File: src/rtl/simon_round_core.sv
// Iterative Simon 32/64 encryption core: one Feistel round per round-key handshake.
// Round keys are supplied externally by a key generator via round_key/rk_valid/rk_ready.
module simon_round_core #(
   parameter int ROUNDS = 32,
   parameter int WORD   = 16
) (
   input  logic              clk,
   input  logic              reset,
   input  logic              start,
   input  logic [2*WORD-1:0] plaintext,
   input  logic [WORD-1:0]   round_key,
   input  logic              rk_valid,
   output logic              rk_ready,
   output logic [4:0]        round_idx,
   output logic [2*WORD-1:0] ciphertext,
   output logic              busy,
   output logic              done,
   output logic [1:0]        fsm_state
);

   typedef enum logic [1:0] {
      IDLE = 2'd0,
      RUN  = 2'd1,
      DONE = 2'd2
   } state_t;

   localparam logic [4:0] LAST_IDX = 5'(ROUNDS - 1);

   state_t          state_q;
   state_t          state_d;
   logic [WORD-1:0] x_q;
   logic [WORD-1:0] y_q;
   logic [WORD-1:0] x_next;
   logic            fire;
   logic            last_round;

   function automatic logic [WORD-1:0] rol(input logic [WORD-1:0] v, input int n);
      return (v << n) | (v >> (WORD - n));
   endfunction

   // Handshake: round_key is consumed on any cycle where rk_ready and rk_valid are both high;
   // rk_ready is high exactly while in RUN, and a low rk_valid simply stalls the round.
   assign rk_ready   = (state_q == RUN);
   assign fire       = rk_ready & rk_valid;
   assign last_round = (round_idx == LAST_IDX);
   assign x_next     = y_q ^ ((rol(x_q, 1) & rol(x_q, 8)) ^ rol(x_q, 2)) ^ round_key;

   assign busy      = (state_q != IDLE);
   assign done      = (state_q == DONE);
   assign fsm_state = state_q;

   always_ff @(posedge clk or negedge reset) begin
      if (!reset) begin
         state_q <= IDLE;
      end else begin
         state_q <= state_d;
      end
   end

   always_comb begin
      state_d = state_q;
      case (state_q)
         IDLE:    if (start) state_d = RUN;
         RUN:     if (fire && last_round) state_d = DONE;
         DONE:    state_d = IDLE;
         default: state_d = IDLE;
      endcase
   end

   // Ciphertext is written only by the final round so it never shows intermediate state.
   always_ff @(posedge clk or negedge reset) begin
      if (!reset) begin
         x_q        <= '0;
         y_q        <= '0;
         round_idx  <= '0;
         ciphertext <= '0;
      end else if (state_q == IDLE && start) begin
         x_q       <= plaintext[2*WORD-1:WORD];
         y_q       <= plaintext[WORD-1:0];
         round_idx <= '0;
      end else if (fire) begin
         x_q <= x_next;
         y_q <= x_q;
         if (last_round) begin
            ciphertext <= {x_next, x_q};
         end else begin
            round_idx <= round_idx + 5'd1;
         end
      end
   end

endmodule
File: config.mk
export PLATFORM = sky130hd
export DESIGN_NAME = simon_round_core
export DESIGN_NICKNAME = d
export VERILOG_FILES = /design/src/rtl/simon_round_core.sv
export SDC_FILE = /design/constraint.sdc
export NUM_CORES = 1
export LEC_CHECK = 0
export CAP_MARGIN = 5
export CORE_ASPECT_RATIO = 2
export CORE_MARGIN = 1
export CORE_UTILIZATION = 53
export DETAILED_ROUTE_END_ITERATION = 8
export HOLD_SLACK_MARGIN = 0.15
export PLACE_DENSITY = 0.82
export SLEW_MARGIN = 30
export SYNTH_ARGS = -nofsm -noshare
export SYNTH_HDL_FRONTEND = slang
export SYNTH_SLANG_ARGS = --single-unit
File: constraint.sdc
create_clock -name clk -period 3.8 [get_ports clk]
set_input_delay 0.57 -clock clk [delete_from_list [all_inputs] [get_ports clk]]
set_output_delay 0.57 -clock clk [all_outputs]
set_load 0.05 [all_outputs]
==> flow_summary.json, run 1 <==
{
  "post-route-period-util_pct": 76.8,
  "tritoncts": "built",
  "drc": 0,
  "yosysSeqAreaShare_pct": 48.9,
  "hold_path_class": "in2async",
  "period_minus_slack_ns": 2.92,
  "pwr-share-clk_pct": 24.0,
  "cts_setup_buffers": 0,
  "post_dp_cell_area_sq_um": 4600,
  "drive_gt1_share_pct": 11.6,
  "die_h_microns": 119,
  "synth_area_sq_um": 3630,
  "status": "complete, no violations",
  "hpwl_microns": 6790,
  "post_drt_wl_per_cell_microns": 20.2,
  "rows": 42,
  "wirelength_microns": 9810,
  "p_comb_share_pct": 37.6,
  "grt_first_pass_wirelength_microns": 15700,
  "via_count": 2891,
  "irDropWorstVdd_v": 0.000468,
  "critPathCapture": "done",
  "async_reset_ff_share_pct": 100,
  "worst_ep_required_time_ns": 3.23,
  "coreArea_sq_um": 6620,
  "synth_top_cell_by_area": "dfrtp_1",
  "fin_util_pct": 73.8,
  "pin_count": 94,
  "synth_xor_area_share_pct": 14.0,
  "hold_viol_final": 0,
  "setup-violations-final": 0,
  "port-buffer-count": 93,
  "synth_mux_area_share_pct": 5.79,
  "leakage_nw": 2.21,
  "max-cap-violations": 0,
  "end_kind": "output port",
  "nets": 446,
  "hold_buffers": 0,
  "p_sw_mw": 1.15,
  "synth_cell_types": 30,
  "synth_top_family_by_area": "compound AO/OA/AOI/OAI gates",
  "clockBufferDepth": 2,
  "syn_area_per_cell_sq_um": 12.1,
  "slew_headroom_pct": 47.8,
  "synth_ff_type": "dfrtp_1",
  "finalSetupTns_ns": 0,
  "clkSlewWorstSetupHoldPaths_ns": 0.06,
  "intPower_mw": 2.09,
  "fmax_mhz": 343,
  "initial_utilization_pct": 54.8,
  "ys_top_cells_by_area": "dfrtp_1, xnor3_1, mux2_2, o21ai_0, a221o_1",
  "reg2reg_to": "y_q[8]$_DFFE_PN0P_",
  "ys_ff_latch": 71,
  "routed_via_density": 5.96,
  "r2r-start": "fsm_state[1]$_DFFE_PN0P_",
  "yosysWarnings": 0,
  "tightest_slew_ns": 0.783,
  "synth.top_cell.area_share_pct": 48.9,
  "place_worst_setup_slack_ns": 1.24,
  "slew_violations": 0,
  "dr.pass1.iters": 4,
  "worstPathArrival_ns": 2.35,
  "synth_compound_area_share_pct": 16.3,
  "critPathMaxFanout": 25,
  "clk_latency_ns": 0.33,
  "die_area_sq_um": 7200,
  "grt_max_degree": 42,
  "yosysMostFrequentCell": "dfrtp_1",
  "synth_edf_count": 0,
  "worst-r2r-cell-count": 4,
  "clockRootBuffer": "clkbuf_16",
  "syn-instance-count": 301,
  "areaGrowthSynthToFinish_pct": 34.7,
  "sequentialPowerShare_pct": 38.4,
  "total_power_mw": 3.24,
  "power.density_nw_per_um2": 664,
  "grtUsageTotal_pct": 30.3,
  "yosys.area_share.adder_pct": 0.689,
  "antenna_found_initial": 0,
  "start_kind": "flop",
  "skew_ns": 0.00552,
  "syn-num-nets": 355,
  "netSwitchingFraction_pct": 35.5,
  "clkSinkCount": 71,
  "synthTopCellsByCount": "dfrtp_1, nand2_1, o21ai_0",
  "cts-resized-gates": 0,
  "initialDrtViolationCount": 168,
  "diodes": 0,
  "gr-total-overflow": 0,
  "worst_slack_ns": 0.881,
  "grt_pass1_vias": 3108,
  "rsz0062_at_grt": "false",
  "synthSimpleGateAreaFrac_pct": 10.2,
  "r2r_slack_ns": 1.61,
  "antenna_left": 0,
  "htreeDepth": 3,
  "gp_congestion": 0.882,
  "crit_type": "reg2out",
  "cts_inserted_buffers": 9,
  "die_x_microns": 60.5,
  "final_area_sq_um": 4890,
  "critPathLaunch": "fsm_state[1]$_DFFE_PN0P_"
}
-- power by group through the flow --
stage	clock [mW]	combinational, mW	sequential (mW)
final	0.779	1.22	1.25
after floorplan	0	0.796	1.23
after CTS	0.783	1.22	1.24
after global placement	0	1.18	1.24
after detailed placement	0	1.20	1.24
after global routing	0.816	1.30	1.27
-- final cells by class --
cell class	count	area, sq um
fillers	480	1730
clock inverters	4	20.0
inverters	3	11.3
flip-flops and latches	71	1780
clock buffers	12	256
multi-input cells	205	1720
repair buffers	102	996
well taps	88	110
-- layer usage --
| layer | global-route usage [%] | share of wire [%] | routed length (microns) |
|---|---|---|---|
| met4 | 17.2 | 4.4 | 431 |
| met1 | 37.2 | 36 | 3560 |
| met5 | 0 | 0 | 0 |
| met2 | 48.6 | 53 | 5210 |
| met3 | 4.99 | 6.2 | 608 |
-- how the worst min path moves through the flow --
stage                               start                    endpoint  slack [ns]
4_1_cts                             reset  ciphertext[22]$_DFFE_PN0P_        0.39
3_5_place_dp   ciphertext[26]$_DFFE_PN0P_  ciphertext[26]$_DFFE_PN0P_        0.47
6_report                            reset  ciphertext[30]$_DFFE_PN0P_        0.22
3_3_place_gp   ciphertext[30]$_DFFE_PN0P_  ciphertext[30]$_DFFE_PN0P_        0.47
5_1_grt                             reset  ciphertext[30]$_DFFE_PN0P_        0.26
2_1_floorplan                       reset   ciphertext[0]$_DFFE_PN0P_        0.27
-- worst max-delay path, stage by stage, from the launching register on --
cell and delay [ns]:
dfrtp_1 0.85, clkinv_1 0.22, nor2_1 0.14, clkdlybuf4s50_1 0.81
-- layout by cell type, fill, tap and decap left out, types with 2 or more instances in the layout --
cell              n
xnor2_1          17
inv_1             2
nand2_1          38
nor3b_1          16
mux2i_1           3
dfrtp_1          71
clkbuf_16         9
xnor3_1          16
mux2_2           16
buf_4            10
nor2_1            4
o211ai_1         16
clkinv_2          4
a32oi_1          16
ha_1              2
clkbuf_8          2
and2b_1           2
a221o_1          16
clkdlybuf4s50_1  92
o21ai_0          33
-- sequential cells by signal, summed over array words and instances (netlist names) --
register / cells
round_idx: 5
ciphertext: 32
x_q: 16
fsm_state: 2
y_q: 16
-- logic make-up (layout without fill, tap and decap cells) --
kind of cell               count (synthesis)  in the layout
AOI/OAI and AO/OA                         82             82
xor gates and xnor gates                  33             33
adders and majority gates                  2              2
buffers and inverters                     25            121
DFF                                       71             71
muxes                                     19             19
and+or+nand+nor                           69             69
-- per-stage QoR --
step                hold slack [ns]  std cells
finish                        0.216        485
global route                  0.256        485
CTS                           0.388        485
detailed placement            0.473        469
global placement              0.470        469
floorplan                     0.274        301
Note: power is estimated with default switching activity, not from simulation.
==> run 2: changes to the inputs <==
- CORE_UTILIZATION: 53 -> 44
- PLACE_DENSITY: 0.82 -> 0.72
- clock period: 3.8 -> 2.4 ns (I/O delays scaled with it)
==> flow_summary.json, run 2 (synthesized netlist as in run 1, its figures left out) <==
{
  "drive_gt1_share_pct": 12.1,
  "r2r_slack_ns": 0.47,
  "antenna_left": 0,
  "grt_first_pass_wirelength_microns": 15600,
  "diodes": 0,
  "layout_common_cells": "clkdlybuf4s50_1, dfrtp_1, nand2_1, o21ai_0, xnor2_1",
  "leakage_nw": 2.25,
  "critPathLaunch": "fsm_state[0]$_DFFE_PN0P_",
  "dpl.cell_count": 476,
  "pin_count": 94,
  "grt_pass1_vias": 2933,
  "irDropWorstVdd_v": 0.000679,
  "reg.largest.list": "ciphertext: 32 flops, x_q: 16 flops, y_q: 16 flops",
  "clkSinkCount": 71,
  "hold_path_end": "ciphertext[24]$_DFFE_PN0P_",
  "post_drt_wl_per_cell_microns": 20.3,
  "areaGrowthSynthToFinish_pct": 37.8,
  "worstHoldPathCells": 2,
  "post-route-period-util_pct": 89.7,
  "cts_inserted_buffers": 9,
  "grt_max_degree": 51,
  "cp_top_family": "buffers and inverters",
  "rsz0062_at_grt": "false",
  "clk_latency_ns": 0.33,
  "fin_cells": 493,
  "die_area_sq_um": 8640,
  "mostFrequentLayoutCell": "clkdlybuf4s50_1",
  "initialDrtViolationCount": 229,
  "cts-resized-gates": 0,
  "tightest_slew_ns": 0.741,
  "clkSlewWorstSetupHoldPaths_ns": 0.05,
  "worstPathArrival_ns": 1.79,
  "intPower_mw": 3.60,
  "hp-start": "ciphertext[24]$_DFFE_PN0P_",
  "slowest_delay_ns": 0.88,
  "status": "complete, no violations",
  "crit_type": "reg2out",
  "slew_violations": 0,
  "pwr-share-clk_pct": 28.6,
  "drc": 0,
  "r2r-start": "round_idx[0]$_DFFE_PN0P_",
  "htreeDepth": 3,
  "setup-violations-final": 0,
  "wirelength_microns": 9990,
  "critPathSlowestCell": "clkdlybuf4s50_1",
  "final_area_sq_um": 5000,
  "initial_utilization_pct": 45.7,
  "final.fill_count": 656,
  "power.density_nw_per_um2": 1070,
  "sequentialPowerShare_pct": 36.6,
  "finalSetupTns_ns": 0,
  "total_power_mw": 5.35,
  "die_h_microns": 130,
  "p_sw_mw": 1.75,
  "nets": 446,
  "period_minus_slack_ns": 2.15,
  "worst-path-buf-inv": 1,
  "clockBufferDepth": 2,
  "hold_path_class": "reg2reg",
  "die_x_microns": 66.2,
  "end_kind": "output port",
  "port-buffer-count": 93,
  "hpwl_microns": 6930,
  "clockRootBuffer": "clkbuf_16",
  "tritoncts": "built",
  "via_count": 2901,
  "place_worst_setup_slack_ns": 0.448,
  "start_kind": "flop",
  "fmax_mhz": 465,
  "netSwitchingFraction_pct": 32.7,
  "whs_ns": 0.492,
  "dr.pass1.iters": 4,
  "routed_via_density": 5.88,
  "max-cap-violations": 0,
  "skew_ns": 0.00768,
  "antenna_found_initial": 0,
  "largest_reg_flops": 32,
  "slew_headroom_pct": 50.5,
  "fin_util_pct": 63.0,
  "worst-r2r-cell-count": 6,
  "grtUsageTotal_pct": 25.1,
  "gr-total-overflow": 0,
  "coreArea_sq_um": 7940,
  "path_cells": "clkdlybuf4s50_1",
  "p_comb_share_pct": 34.7,
  "hold_viol_final": 0,
  "regMostFlops": "ciphertext",
  "worst_slack_ns": 0.248,
  "post_dp_cell_area_sq_um": 4640,
  "critPathMaxFanout": 12,
  "worst_ep_required_time_ns": 2.04,
  "reg2reg_to": "ciphertext[6]$_DFFE_PN0P_",
  "gp_congestion": 0.851,
  "rows": 46
}
## run 2: repair_timing
item                                   4_1_cts  5_1_grt
buffers inserted                             0        0
endpoints found under the hold margin        0       36
hold buffers                                 0        1
## run 2: power groups by stage
stage	combinational [mW]	clock [mW]	sequential, mW
finish	1.86	1.53	1.96
detailed placement	1.86	0	1.97
global placement	1.81	0	1.96
CTS	1.87	1.55	1.95
floorplan	1.26	0	1.95
global route	2.00	1.60	2.00
## run 2: worst max-delay path by stage
stage	to	slack, ns	cells after the start
floorplan	done	0.07	4
global placement	x_q[13]$_DFFE_PN0P_	0.40	4
detailed placement	y_q[3]$_DFFE_PN0P_	0.45	5
CTS	fsm_state[0]	0.24	1
global route	fsm_state[0]	0.20	1
finish	fsm_state[0]	0.25	1
## run 2: worst min-delay path: stages, from the launching register on
cell     delay (ns)
dfrtp_1        0.34
nand2_1        0.05
o21ai_0        0.06
## run 2: per-layer routing
| layer | GRT usage, % | part of all wire, % |
|---|---|---|
| met4 | 15.6 | 3.9 |
| met3 | 3.99 | 5.4 |
| met2 | 42.4 | 53 |
| met5 | 0 | 0 |
| met1 | 29.2 | 37 |
## run 2: cell type report
class,count,area (sq um),area share [%]
clock buffers,10,239,4.78
well taps,96,120,2.40
inverters,3,11.3,0.225
repair buffers,102,1040,20.8
multi-input cells,205,1710,34.2
clock inverters,6,108,2.15
flip-flops and latches,71,1780,35.5
==> run 3: changes to the inputs <==
- CORE_UTILIZATION: 44 -> 24
- PLACE_DENSITY: 0.72 -> 0.43
==> flow_summary.json, run 3 (synthesized netlist as in run 1, its figures left out) <==
{
  "nets": 447,
  "grtUsageTotal_pct": 15.8,
  "finalSetupTns_ns": 0,
  "slowest_delay_ns": 0.88,
  "p_sw_mw": 1.88,
  "cp_top_family": "buffers and inverters",
  "antenna_found_initial": 0,
  "hold_viol_final": 0,
  "status": "complete, no violations",
  "final_area_sq_um": 5100,
  "grt_pass1_vias": 2967,
  "htreeDepth": 3,
  "critPathSlowestCell": "clkdlybuf4s50_1",
  "routed_via_density": 4.78,
  "gp_congestion": 0.797,
  "pwr-share-clk_pct": 25.8,
  "tritoncts": "built",
  "drive_gt1_share_pct": 12.1,
  "coreArea_sq_um": 14800,
  "cts_inserted_buffers": 9,
  "crit_type": "reg2out",
  "drc": 0,
  "reg.largest.list": "ciphertext: 32 flops, x_q: 16 flops, y_q: 16 flops",
  "end_kind": "output port",
  "grt_first_pass_wirelength_microns": 17700,
  "post-route-period-util_pct": 88.9,
  "p_comb_share_pct": 36.5,
  "die_x_microns": 89.0,
  "mostFrequentLayoutCell": "clkdlybuf4s50_1",
  "regMostFlops": "ciphertext",
  "clockBufferDepth": 2,
  "worst-path-buf-inv": 1,
  "die_area_sq_um": 15600,
  "pin_count": 94,
  "port-buffer-count": 93,
  "intPower_mw": 3.43,
  "fmax_mhz": 469,
  "dr.pass1.iters": 4,
  "cts-resized-gates": 0,
  "rows": 63,
  "clkSlewWorstSetupHoldPaths_ns": 0.06,
  "die_h_microns": 176,
  "slew_violations": 0,
  "leakage_nw": 2.25,
  "hpwl_microns": 8270,
  "post_drt_wl_per_cell_microns": 19.7,
  "worstPathArrival_ns": 1.77,
  "diodes": 0,
  "critPathMaxFanout": 12,
  "initialDrtViolationCount": 140,
  "path_cells": "clkdlybuf4s50_1",
  "layout_common_cells": "clkdlybuf4s50_1, dfrtp_1, nand2_1, o21ai_0, xnor2_1",
  "worst_slack_ns": 0.266,
  "irDropWorstVdd_v": 0.000676,
  "wirelength_microns": 11700,
  "total_power_mw": 5.31,
  "tightest_slew_ns": 0.677,
  "place_worst_setup_slack_ns": 0.417,
  "post_dp_cell_area_sq_um": 4790,
  "gr-total-overflow": 0,
  "clkSinkCount": 71,
  "initial_utilization_pct": 24.5,
  "via_count": 2836,
  "clk_latency_ns": 0.33,
  "antenna_left": 0,
  "max-cap-violations": 0,
  "skew_ns": 0.00942,
  "grt_max_degree": 72,
  "setup-violations-final": 0,
  "clockRootBuffer": "clkbuf_16",
  "netSwitchingFraction_pct": 35.4,
  "hold_path_class": "reg2reg",
  "period_minus_slack_ns": 2.13,
  "areaGrowthSynthToFinish_pct": 40.6,
  "start_kind": "flop",
  "worst_ep_required_time_ns": 2.04,
  "slew_headroom_pct": 54.8,
  "sequentialPowerShare_pct": 37.7,
  "power.density_nw_per_um2": 1040,
  "largest_reg_flops": 32,
  "rsz0062_at_grt": "false"
}
## run 3: layer usage
layer / global-route usage, % / routed length (microns) / up-vias
met5: 0 / 0 / -
met4: 5.89 / 237 / 0
met3: 2.49 / 490 / 12
met2: 29.1 / 6580 / 95
met1: 17.8 / 4370 / 1430
li1: - / - / 1299
## run 3: final cells by class
type / count / area [sq um]
well taps: 195 / 244
flip-flops and latches: 71 / 1780
fillers: 1552 / 9710
multi-input cells: 205 / 1710
inverters: 3 / 11.3
clock inverters: 5 / 56.3
clock buffers: 11 / 253
repair buffers: 103 / 1060
## run 3: stage by stage
stage / instances / util [%] / hold slack (ns)
after floorplan: 301 / - / 0.0644
after global placement: 576 / 32.3 / 0.425
after detailed placement: 576 / 32.3 / 0.427
after CTS: 593 / 34.4 / 0.483
after global routing: 593 / 34.4 / 0.505
final: 593 / 34.4 / 0.478
## run 3: repair_timing
| item | CTS | global route |
|---|---|---|
| hold endpoints to repair | 71 | 0 |
| hold buffers | 1 | 0 |
| buffers inserted | 0 | 0 |
| endpoints found under the setup margin | 0 | 0 |
## run 3: path summary, 6_finish.rpt
check / startpoint / endpoint / slack (ns) / cells after the start
worst min-delay path: ciphertext[24]$_DFFE_PN0P_ / ciphertext[24]$_DFFE_PN0P_ / 0.48 / 2
worst max-delay path: fsm_state[0]$_DFFE_PN0P_ / fsm_state[0] / 0.27 / 1
max in group asynchronous: reset / x_q[3]$_DFFE_PN0P_ / 1.46 / 3
worst max register to register: round_idx[0]$_DFFE_PN0P_ / ciphertext[9]$_DFFE_PN0P_ / 0.41 / 6
min in group asynchronous: reset / ciphertext[23]$_DFFE_PN0P_ / 0.57 / 3
worst min register to register: ciphertext[24]$_DFFE_PN0P_ / ciphertext[24]$_DFFE_PN0P_ / 0.48 / 2
## run 3: power by group through the flow
stage                     Clock [mW]  Sequential (mW)  Combinational, mW
after floorplan                    0             1.95               1.26
after global placement             0             2.02               1.93
after detailed placement           0             2.02               1.97
after CTS                       1.41             2.01               1.97
after global routing            1.46             2.05               2.08
final                           1.37             2.00               1.94
